`src/rtl/serial_feeder_pkg.sv`:
```
// Shared types and sizing helpers for the serial feeder that drives machine_d.x.
`timescale 1ns/1ps
package serial_feeder_pkg;

  localparam int   WIDTH_DEF    = 22;
  localparam logic IDLE_BIT_DEF = 1'b0;

  typedef enum logic {
    IDLE  = 1'b0,
    SHIFT = 1'b1
  } state_e;

  function automatic int len_w(input int width);
    return $clog2(width + 1);
  endfunction

endpackage

```
`src/rtl/serial_feeder_if.sv`:
```
// Valid/ready load channel carrying a word and its bit count into the feeder.
`timescale 1ns/1ps
interface serial_feeder_if
  import serial_feeder_pkg::*;
#(
  parameter int WIDTH = WIDTH_DEF,
  parameter int LEN_W = len_w(WIDTH)
) ();

  logic             load_valid;
  logic             load_ready;
  logic [WIDTH-1:0] load_data;
  logic [LEN_W-1:0] load_len;

  modport master (output load_valid, load_data, load_len, input load_ready);
  modport slave  (input load_valid, load_data, load_len, output load_ready);

endinterface

```
`src/rtl/serial_feeder_buf.sv`:
```
// One-entry holding register; stores the word with its length already clamped.
`timescale 1ns/1ps
module serial_feeder_buf
  import serial_feeder_pkg::*;
#(
  parameter int WIDTH = WIDTH_DEF,
  parameter int LEN_W = len_w(WIDTH)
) (
  input  logic             clk,
  input  logic             rst,
  input  logic             load_valid_i,
  input  logic [WIDTH-1:0] load_data_i,
  input  logic [LEN_W-1:0] load_len_i,
  input  logic             consume_i,
  output logic             load_ready_o,
  output logic             buf_full_o,
  output logic [WIDTH-1:0] buf_data_o,
  output logic [LEN_W-1:0] buf_len_o
);

  localparam logic [LEN_W-1:0] LEN_MAX = LEN_W'(WIDTH);

  logic             full_q, full_d;
  logic [WIDTH-1:0] data_q, data_d;
  logic [LEN_W-1:0] len_q, len_d;
  logic [LEN_W-1:0] len_clamped;
  logic             accept;

  // No bypass: readiness follows the registered flag only.
  assign load_ready_o = rst & ~full_q;
  assign accept       = load_valid_i & load_ready_o;

  always_comb begin
    len_clamped = load_len_i;
    if (load_len_i == '0 || load_len_i > LEN_MAX) len_clamped = LEN_MAX;
  end

  always_comb begin
    full_d = full_q;
    data_d = data_q;
    len_d  = len_q;
    if (accept) begin
      full_d = 1'b1;
      data_d = load_data_i;
      len_d  = len_clamped;
    end else if (consume_i) begin
      full_d = 1'b0;
    end
  end

  always_ff @(posedge clk or negedge rst) begin
    if (!rst) begin
      full_q <= 1'b0;
      data_q <= '0;
      len_q  <= '0;
    end else begin
      full_q <= full_d;
      data_q <= data_d;
      len_q  <= len_d;
    end
  end

  assign buf_full_o = full_q;
  assign buf_data_o = data_q;
  assign buf_len_o  = len_q;

endmodule

```
`src/rtl/serial_feeder.sv`:
```
// Serializes buffered words LSB first onto x, one bit per clock, gapless when chained.
// state | meaning:  IDLE | x at idle level, waiting for a buffered word;  SHIFT | x carries word bit count_q
`timescale 1ns/1ps
module serial_feeder
  import serial_feeder_pkg::*;
#(
  parameter int   WIDTH    = WIDTH_DEF,
  parameter logic IDLE_BIT = IDLE_BIT_DEF,
  parameter int   LEN_W    = len_w(WIDTH)
) (
  input  logic           clk,
  input  logic           rst,
  serial_feeder_if.slave load_if,
  input  logic           hold_i,
  output logic           x_o,
  output logic           x_valid_o,
  output logic           word_start_o,
  output logic           done_o
);

  localparam logic [LEN_W-1:0] ONE = LEN_W'(1);

  logic             buf_full;
  logic [WIDTH-1:0] buf_data;
  logic [LEN_W-1:0] buf_len;
  logic             last, consume;

  state_e           state_q;
  logic [WIDTH-2:0] shreg_q;
  logic [LEN_W-1:0] len_q, count_q;
  logic             x_q, x_valid_q, word_start_q, done_q;

  serial_feeder_buf #(.WIDTH(WIDTH), .LEN_W(LEN_W)) u_buf (
    .clk          (clk),
    .rst          (rst),
    .load_valid_i (load_if.load_valid),
    .load_data_i  (load_if.load_data),
    .load_len_i   (load_if.load_len),
    .consume_i    (consume),
    .load_ready_o (load_if.load_ready),
    .buf_full_o   (buf_full),
    .buf_data_o   (buf_data),
    .buf_len_o    (buf_len)
  );

  assign last    = (count_q == len_q - ONE);
  assign consume = ~hold_i & buf_full & ((state_q == IDLE) | last);

  // shreg_q holds only the bits not yet presented; bit 0 goes straight to x_q.
  always_ff @(posedge clk or negedge rst) begin
    if (!rst) begin
      state_q      <= IDLE;
      shreg_q      <= '0;
      len_q        <= '0;
      count_q      <= '0;
      x_q          <= IDLE_BIT;
      x_valid_q    <= 1'b0;
      word_start_q <= 1'b0;
      done_q       <= 1'b0;
    end else if (hold_i) begin
      done_q <= 1'b0;
    end else begin
      done_q       <= 1'b0;
      word_start_q <= 1'b0;
      if (consume) begin
        shreg_q      <= buf_data[WIDTH-1:1];
        len_q        <= buf_len;
        count_q      <= '0;
        x_q          <= buf_data[0];
        x_valid_q    <= 1'b1;
        word_start_q <= 1'b1;
        done_q       <= (state_q == SHIFT);
        state_q      <= SHIFT;
      end else if (state_q == SHIFT) begin
        if (last) begin
          state_q   <= IDLE;
          count_q   <= '0;
          x_q       <= IDLE_BIT;
          x_valid_q <= 1'b0;
          done_q    <= 1'b1;
        end else begin
          shreg_q <= shreg_q >> 1;
          x_q     <= shreg_q[0];
          count_q <= count_q + ONE;
        end
      end
    end
  end

  assign x_o          = x_q;
  assign x_valid_o    = x_valid_q;
  assign word_start_o = word_start_q;
  assign done_o       = done_q;

endmodule

```
`src/flat_wrapper.sv`:
```
// flat-port wrapper written by rule: the top's interface ports become plain ports
module serial_feeder_flat import serial_feeder_pkg::*;
#(
  parameter int   WIDTH    = WIDTH_DEF,
  parameter logic IDLE_BIT = IDLE_BIT_DEF,
  parameter int   LEN_W    = len_w(WIDTH)
)
  (clk, rst, hold_i, x_o, x_valid_o, word_start_o, done_o, load_if_load_valid, load_if_load_data, load_if_load_len, load_if_load_ready);
  serial_feeder_if #(.WIDTH(WIDTH), .LEN_W(LEN_W)) load_if_i ();
  input  logic clk;
  input  logic rst;
  input  logic hold_i;
  output logic x_o;
  output logic x_valid_o;
  output logic word_start_o;
  output logic done_o;
  input wire logic [$bits(load_if_i.load_valid)-1:0] load_if_load_valid;
  input wire logic [$bits(load_if_i.load_data)-1:0] load_if_load_data;
  input wire logic [$bits(load_if_i.load_len)-1:0] load_if_load_len;
  output wire logic [$bits(load_if_i.load_ready)-1:0] load_if_load_ready;
  assign load_if_i.load_valid = load_if_load_valid;
  assign load_if_i.load_data = load_if_load_data;
  assign load_if_i.load_len = load_if_load_len;
  assign load_if_load_ready = load_if_i.load_ready;
  serial_feeder #(.WIDTH(WIDTH), .IDLE_BIT(IDLE_BIT), .LEN_W(LEN_W)) u_core (.clk(clk), .rst(rst), .load_if(load_if_i), .hold_i(hold_i), .x_o(x_o), .x_valid_o(x_valid_o), .word_start_o(word_start_o), .done_o(done_o));
endmodule
```
`config.mk`:
```
export PLATFORM = sky130hd
export DESIGN_NAME = serial_feeder_flat
export DESIGN_NICKNAME = d
export VERILOG_FILES = /design/src/rtl/serial_feeder_pkg.sv /design/src/rtl/serial_feeder_if.sv /design/src/rtl/serial_feeder_buf.sv /design/src/rtl/serial_feeder.sv /design/src/flat_wrapper.sv
export SDC_FILE = /design/constraint.sdc
export NUM_CORES = 1
export LEC_CHECK = 0
export CAP_MARGIN = 25
export CORE_UTILIZATION = 55
export CTS_CLUSTER_SIZE = 14
export DETAILED_ROUTE_END_ITERATION = 12
export PLACE_DENSITY = 0.82
export SLEW_MARGIN = 10
export SYNTH_ARGS = -nofsm -noshare
export SYNTH_HDL_FRONTEND = slang
export SYNTH_SLANG_ARGS = --single-unit
```
`constraint.sdc`:
```
create_clock -name clk -period 2.7 [get_ports clk]
set_clock_uncertainty 0.1 [all_clocks]
set_input_delay 0.405 -clock clk [delete_from_list [all_inputs] [get_ports clk]]
set_output_delay 0.405 -clock clk [all_outputs]
set_load 0.05 [all_outputs]
```
# --- Word level (Yosys, flattened, before mapping) ---
# Cells that the tools add are included.
# W data, S select, Z words.
word_totals:
  register_bits: 64
  in_bits: 31
  output_inout_bits: 5
  word_cells: 56
classes:
  add_sub_neg: 2
  order_cmp: 1
  n_eq_ne: 2
  muxes: 23
  bitwise_logic: 8
  n_reduce_logical: 9
op_table:
  columns: ["cell", "count"]
  rows:
  - ["$mux W21", 3]
  - ["$mux W5", 4]
  - ["$mux W1", 16]
  - ["$reduce_and A3 Y1", 2]
  - ["$reduce_bool A2 Y1", 3]
  - ["$add A5 B1 Y5 const B", 1]
  - ["$eq A5 B5 Y1", 1]
  - ["$gt A5 B5 Y1 const B", 1]
  - ["$logic_not A5 Y1", 1]
  - ["$sub A5 B1 Y5 const B", 1]
  - ["$and A1 B1 Y1", 4]
  - ["$reduce_and A2 Y1", 2]
  - ["$not A1 Y1", 3]
  - ["$ne A2 B2 Y1 const B", 1]
  - ["$logic_or A1 B1 Y1", 1]
  - ["$or A1 B1 Y1", 1]

# --- Depth between registers and ports, before layout ---
# Gate-level depths: netlist of the first run.
logic_depth:
  word_depth: 6
  depth_mapped: 8
  mapped_depth_nobuf: 7

# --- Hierarchy ---
# A second synthesis of the first run with hierarchy kept.
unflattened:
  cells_unflattened: 212
  area_unflattened_um2: 3069.2
by_module_without_submodules:
  columns: ["module", "instances", "cells_each", "area_per_inst_um2", "seq_area_each_um2"]
  rows:
  - ["serial_feeder", 1, 135, 1879.3, 900.9]
  - ["serial_feeder_buf", 1, 77, 1189.9, 700.7]

# --- Worst setup path after synthesis of the first run ---
# No wires, ideal clock.
synth_timing:
  path_kind: "register to register"
  start: "register u_core.len_q[0]"
  end: "register u_core.len_q[0]"
  setup_ps: 125
  arrival_ps: 2127
  t_required_ps: 2475
  slack_ps: 349
  path_stages_with_launch: 8
  path_buffers: 0
  period_less_slack_ps: 2351
  cell_sequence: "dfrtp_1 > inv_1 > ha_1 > and2b_2 > o31a_1 > a211o_4 > a21boi_4 > mux2_2"
synth_between:
  elab_chain_len: 5
synth_rtl:
  columns: ["element", "line", "text"]
  rows:
  - ["from (decl)", "serial_feeder.sv:30", "logic [LEN_W-1:0] len_q, count_q;"]
  - ["from (signal assigned)", "serial_feeder.sv:67", "len_q <= buf_len;"]
  - ["$sub A5 B1 Y5", "serial_feeder.sv:46", "assign last = (count_q == len_q - ONE);"]
  - ["$eq A5 B5 Y1", "serial_feeder.sv:46", null]
  - ["$or A1 B1 Y1", "serial_feeder.sv:47", "assign consume = ~hold_i & buf_full & ((state_q == IDLE) | last);"]
  - ["$and A1 B1 Y1", "serial_feeder.sv:47", null]
  - ["$reduce_and A2 Y1 (no line)", null, null]
# Every way passes these cells.
# A chain may end at the register's enable or synchronous reset.

# --- Worst setup path after layout of the first run ---
layout_timing:
  start: "register u_core.len_q[1]"
  end: "register u_core.shreg_q[13]"
layout_between:
  elab_chain_len: 6
  word_cells_on_any_way: 8
  classes_between: "1 x add/sub; 2 x eq/ne; 1 x mux; 2 x bitwise; 2 x reduce/logical"
layout_rtl:
  columns: ["element", "line", "text"]
  rows:
  - ["$sub A5 B1 Y5 (*)", "serial_feeder.sv:46", null]
  - ["$eq A5 B5 Y1 (*)", "serial_feeder.sv:46", null]
  - ["$or A1 B1 Y1", "serial_feeder.sv:47", null]
  - ["$and A1 B1 Y1", "serial_feeder.sv:47", null]
  - ["$ne A2 B2 Y1 (no line) or $reduce_bool A2 Y1 (tied branches)", null, null]
  - ["$reduce_and A3 Y1 (no line)", null, null]
  - ["to (signal assigned)", "serial_feeder.sv:66", "shreg_q <= buf_data[WIDTH-1:1];"]
  - ["to (signal assigned)", "serial_feeder.sv:82", "shreg_q <= shreg_q >> 1;"]
  - ["to (decl)", "serial_feeder.sv:29", "logic [WIDTH-2:0] shreg_q;"]
# Mark *: on every way between the ends. The rest lies on a longest branch, timed or not.

==> key figures, run 1 <==
Run status
  – Status: complete, no violations

STA
  – Min cycle time layout: 2.53 ns
  – Final Hold Vio Count: 0
  – Slew Viols, Final: 0
  – WHS: 0.155 ns
  – Endpoints failing setup: 0
  – Final setup TNS: 0 ns
  – Slew at the pin closest to its max-slew limit: 0.828 ns
  – Tcrit/Tclk final: 93.8%
  – Max_slew headroom: 44.7%
  – Fmax: 395 MHz
  – RSZ-0062 raised after global routing: no

GRT
  – Global-route wire length before repair: 9.88 mm
  – Gr ovfl total: 0
  – GRT Total Usage: 24.4%
  – Initial antenna violation count: 0
  – Vias in the first global route: 2195
  – Largest net degree at the start of global routing: 65

Logic synthesis
  – Syn nets: 303
  – Ys Warns: 0
  – Mapped cell area: 2860 um2
  – Avg Synthesized Cell Area: 10.6 um2
  – Sequential-to-total area share from yosys stat: 56.0%
  – #FFs+latches synth: 64
  – Netlist cell types: 42
  – Cells after Synth: 270

Setup path
  – Crit Path Max Fanout: 24
  – Critical path data required time: 2.86 ns
  – Startpoint Class: flop
  – Kind of critical path: reg2reg
  – Crit. End Element: flop
  – Data arrival, critical path: 2.69 ns

Min path
  – Worst hold-check path type: in2async

Die
  – Die X: 74.1 um
  – Num rows: 25
  – Die height: 74.1 um
  – Core area: 4850 um2
  – Die area: 5490 um2
  – Initial Util: 59.0%
  – I/O pins: 36

Power
  – Peak VDD IR: 0.515 mV
  – PwrDens: 1080 nW/um2
  – Design Power: 0.00377 W
  – Leak: 1.71 nW

Route
  – Overall routed net length: 5.65 mm
  – Antenna Nets Post-Route: 0
  – DRC errors left: 0
  – Via count: 2144
  – Drt via density: 5.61
  – Drt first pass iters: 4
  – WL/cell: 14.8 um
  – Initial drt markers: 135

Final layout
  – Post-Layout Cell Count: 382
  – # fillers: 351
  – Finished Core Util: 72.1%
  – Layout area overhead: 22.3%
  – N_diodes: 0
  – Layout cell share with drive strength beyond 1: 18.1%
  – Fin nets: 343

Placed design
  – Placed Cells: 366
  – Hpwl dp: 3.86 mm
  – Final RePlAce weighted congestion: 0.816
  – PortBufs: 35

CTS
  – Clock root cell: clkbuf_8
  – CTS tree: done
  – Hold buffers post-CTS: 0
  – Clk slew on worst S/H paths: 0.07 ns
  – Total clock sinks: 64
  – CTS H-tree lvls: 3
  – Maximum clock insertion buffer count: 2
  – TritonCTS buffer count: 9
  – Clk Latency, worst-skew pair: 0.33 ns

Flow run
  – Max_cap viols: 0
==> power by group <==
part           internal [W]  switching (W)
Clock              0.000597       0.000342
Combinational      0.000569       0.000610
Sequential          0.00135       0.000298
Total               0.00252        0.00125
==> final timing paths <==
path	depth (start not counted)	from	slack, ns	to
setup / recovery	9	u_core.len_q[1]	0.17	u_core.shreg_q[13]
hold / removal	2	rst	0.16	u_core.len_q[2]
setup reg to reg	9	u_core.len_q[1]	0.17	u_core.shreg_q[13]
hold reg to reg	2	u_core.u_buf.buf_data_o[15]	0.38	u_core.u_buf.buf_data_o[15]
max in group asynchronous	2	rst	1.84	u_core.shreg_q[14]
min in group clk	2	u_core.u_buf.buf_data_o[15]	0.38	u_core.u_buf.buf_data_o[15]
==> worst max-delay path, cell delays in order (launching register included) <==
cell and delay, ns:
dfrtp_1 0.41, inv_1 0.07, ha_1 0.17, and2b_2 0.23, o31a_1 0.30, a211o_4 0.35, buf_4 0.21, a21oi_1 0.21
buf_4 0.24, a221o_1 0.17
==> cell type report <==
cell class / count / area (um2) / share of cell area (%)
flip-flops and latches: 64 / 1600 / 45.8
clock buffers: 14 / 173 / 4.94
clock inverters: 2 / 60.1 / 1.72
well taps: 67 / 83.8 / 2.40
multi-input cells: 187 / 1150 / 33.0
inverters: 4 / 15.0 / 0.429
repair buffers: 44 / 410 / 11.7
==> through the flow <==
| stage | setup WS (ns) | instance area [um2] |
|---|---|---|
| after floorplan | 0.349 | 2860 |
| after global routing | 0.00515 | 3500 |
| after global placement | 0.293 | 3260 |
| after CTS | 0.176 | 3500 |
| final | 0.167 | 3500 |
| after detailed placement | 0.196 | 3260 |
==> cell usage after synthesis <==
cell	n	share of area [%]
a211o_4	1	0.61
a211oi_1	1	0.26
a21boi_4	1	0.66
a21o_1	2	0.53
a21oi_1	7	1.2
a221o_1	8	2.8
a221o_2	12	4.7
a22o_1	1	0.31
a2bb2oi_1	1	0.31
a311oi_1	1	0.31
and2_1	1	0.22
and2b_2	2	0.61
and3_1	12	2.6
and3_2	8	2.1
and3b_2	1	0.35
and4bb_2	1	0.44
buf_1	1	0.13
buf_2	2	0.35
buf_6	4	1.6
clkbuf_1	8	1.1
dfrtp_1	64	56
ha_1	2	0.88
inv_1	4	0.53
mux2_2	5	2.0
mux2i_1	2	0.70
nand2_1	76	10
nand2b_1	2	0.44
nand3_1	2	0.35
nand3b_1	1	0.26
nor2_1	7	0.92
nor2b_1	3	0.66
nor3_1	4	0.70
nor4_1	1	0.22
o211ai_1	1	0.26
o21ai_0	10	1.8
o21bai_1	1	0.26
o22a_1	2	0.61
o31a_1	1	0.31
o31ai_1	1	0.26
or2_2	1	0.22
xnor2_1	3	0.92
xor2_1	2	0.61
==> timing repair <==
item                                    4_1_cts  5_1_grt
gates resized for setup                       0        1
setup buffers                                 0        0
endpoints found under the setup margin        0        8
==> per-layer routing <==
metal | GRT usage, % | routed length [um] | up-vias
met1 | 30.6 | 2500 | 1068
met2 | 41.1 | 2890 | 45
met4 | 7.91 | 42 | 0
li1 | - | - | 1027
met5 | 0 | 0 | -
met3 | 6.50 | 215 | 4
==> kinds of logic after synthesis <==
family | after synthesis | share of synthesized area (%)
xor gates and xnor gates | 5 | 1.53
DFF | 64 | 56.0
muxes | 7 | 2.67
and+or+nand+nor | 122 | 20.1
buffers and inverters | 19 | 3.63
adders and majority gates | 2 | 0.875
AOI/OAI and AO/OA | 51 | 15.2
==> registers in the layout (all words and copies together), names as in the netlist <==
name	flops
u_core.count_q	5
u_core.state_q	1
u_core.done_o	1
u_core.u_buf.buf_full_o	1
u_core.u_buf.buf_len_o	5
u_core.word_start_o	1
u_core.x_valid_o	1
u_core.x_o	1
u_core.u_buf.buf_data_o	22
u_core.len_q	5
u_core.shreg_q	21
==> cells in the final DEF, fill, tap and decap left out, drive strengths merged, types with 3 or more instances in the layout <==
cell / synthesis / final
buf: 7 / 11
nor2b: 3 / 3
a21oi: 7 / 7
dfrtp: 64 / 64
inv: 4 / 4
clkdlybuf4s50: 0 / 33
a221o: 20 / 20
and3: 20 / 20
nor3: 4 / 4
clkbuf: 8 / 14
nor2: 7 / 7
xnor2: 3 / 3
o21ai: 10 / 10
mux2: 5 / 5
nand2: 76 / 76
(Power assumes the default switching activity.)
==> inputs of run 2 (changes only) <==
--- a/constraint.sdc
+++ b/constraint.sdc
@@ -4,2 +4,2 @@
 set_output_delay 0.405 -clock clk [all_outputs]
-set_load 0.05 [all_outputs]
+set_load 0.005 [all_outputs]
==> key figures, run 2 (same netlist as run 1, synthesis figures left out) <==
STA
  – Fmax: 397 MHz
  – Slew at the pin closest to its max-slew limit: 0.829 ns
  – Tcrit/Tclk final: 93.2%
  – Final Hold Vio Count: 0
  – RSZ-0062 raised after global routing: no
  – Max_slew headroom: 44.6%
  – WHS: 0.133 ns
  – Min cycle time layout: 2.52 ns
  – Final setup TNS: 0 ns
  – Slew Viols, Final: 0
  – Endpoints failing setup: 0

Die
  – Core area: 4850 um2
  – Die height: 74.1 um
  – Die area: 5490 um2
  – I/O pins: 36
  – Die X: 74.1 um
  – Initial Util: 59.0%
  – Num rows: 25

Setup path
  – Startpoint Class: flop
  – Crit Path Max Fanout: 20
  – Kind of critical path: reg2reg
  – Critical path data required time: 2.88 ns
  – Reg2Reg Depth: 8
  – Crit Reg-Reg Startpoint: u_core.len_q[0]
  – Data arrival, critical path: 2.70 ns
  – Crit. End Element: flop
  – Crit Reg-Reg Endpoint: u_core.shreg_q[5]
  – Reg2Reg Setup Slack: 0.18 ns

Power
  – PwrDens: 1030 nW/um2
  – Peak VDD IR: 0.537 mV
  – Leak: 1.70 nW

Placed design
  – Final RePlAce weighted congestion: 0.823
  – PortBufs: 35
  – Hpwl dp: 3.80 mm

Route
  – Drt first pass iters: 4
  – Via count: 2159
  – Antenna Nets Post-Route: 0
  – Drt via density: 5.65
  – WL/cell: 14.9 um
  – Overall routed net length: 5.69 mm
  – Initial drt markers: 155
  – DRC errors left: 0

Final layout
  – Layout cell share with drive strength beyond 1: 17.8%
  – Layout area overhead: 21.2%
  – Commonest non-fill, non-tap cell in the layout: nand2_1
  – Largest register FFs: 22
  – N_diodes: 0
  – Fin nets: 343
  – # fillers: 353
  – Register area: 1600 um2
  – Most frequent cells in the layout: nand2_1, dfrtp_1, clkdlybuf4s50_1
  – Multi-input gate area: 1150 um2

CTS
  – Clk Latency, worst-skew pair: 0.34 ns
  – Clock root cell: clkbuf_8
  – Maximum clock insertion buffer count: 2
  – Post-CTS sizing: 0
  – Clk slew on worst S/H paths: 0.07 ns
  – Total clock sinks: 64
  – CTS tree: done
  – Post-CTS Setup Bufs: 0
  – TritonCTS buffer count: 9
  – CTS H-tree lvls: 3
  – Hold buffers post-CTS: 0

GRT
  – Global-route wire length before repair: 9.83 mm
  – Gr ovfl total: 0
  – Largest net degree at the start of global routing: 65
  – Initial antenna violation count: 0
  – Vias in the first global route: 2160
  – GRT Total Usage: 24.3%

Run status
  – Status: complete, no violations

Flow run
  – Max_cap viols: 0

Min path
  – Worst hold-check path type: in2async
## run 2: metrics by stage
stage               power (W)  setup slack [ns]  cells  utilization, %  instance area, um2
floorplan             0.00239             0.349    270               -                2860
global route          0.00382           0.00660    382            71.5                3470
detailed placement    0.00275             0.217    366            67.4                3270
CTS                   0.00358             0.184    382            71.5                3470
finish                0.00357             0.182    382            71.5                3470
global placement      0.00269             0.294    366            67.4                3270
## run 2: layout make-up
class	instances	area share (%)
inverter	4	0.433
multi-input combinational	187	33.3
tap	67	2.42
clock inverter	3	1.16
sequential	64	46.2
clock buffer	13	4.58
timing repair buffer	44	11.9
## run 2: worst max-delay path, cell delays in order (launching register included)
cell and delay (ns):
dfrtp_1 0.41, inv_1 0.07, ha_1 0.18, and2b_2 0.23, o31a_1 0.30, a211o_4 0.36, a21boi_4 0.29, buf_4 0.31
a221o_2 0.19
## run 2: worst max-delay path by stage
stage / to / startpoint / depth (start not counted) / slack, ns
6_report: u_core.shreg_q[5] / u_core.len_q[0] / 8 / 0.18
5_1_grt: u_core.shreg_q[16] / u_core.len_q[0] / 9 / 0.007
4_1_cts: u_core.shreg_q[5] / u_core.len_q[0] / 8 / 0.18
3_5_place_dp: u_core.shreg_q[6] / u_core.len_q[0] / 8 / 0.22
3_3_place_gp: u_core.shreg_q[8] / u_core.len_q[0] / 8 / 0.29
2_1_floorplan: u_core.len_q[0] / u_core.len_q[0] / 7 / 0.35
## run 2: per-layer routing
metal  part of all wire, %  wire [um]  up-vias  track usage (%)
met5                     0          0        -                0
met4                   1.1         65        0             10.7
met3                   4.5        254        8             6.37
met2                    49       2760       48             38.9
met1                    46       2610     1078             31.4
li1                      -          -     1025                -
## run 2: where the power goes
group	total [W]	switching, W	leakage, nW	internal [W]
sequential	0.00164	0.000291	0.811	0.00135
combinational	0.00110	0.000529	0.781	0.000569
clock	0.000830	0.000355	0.103	0.000474
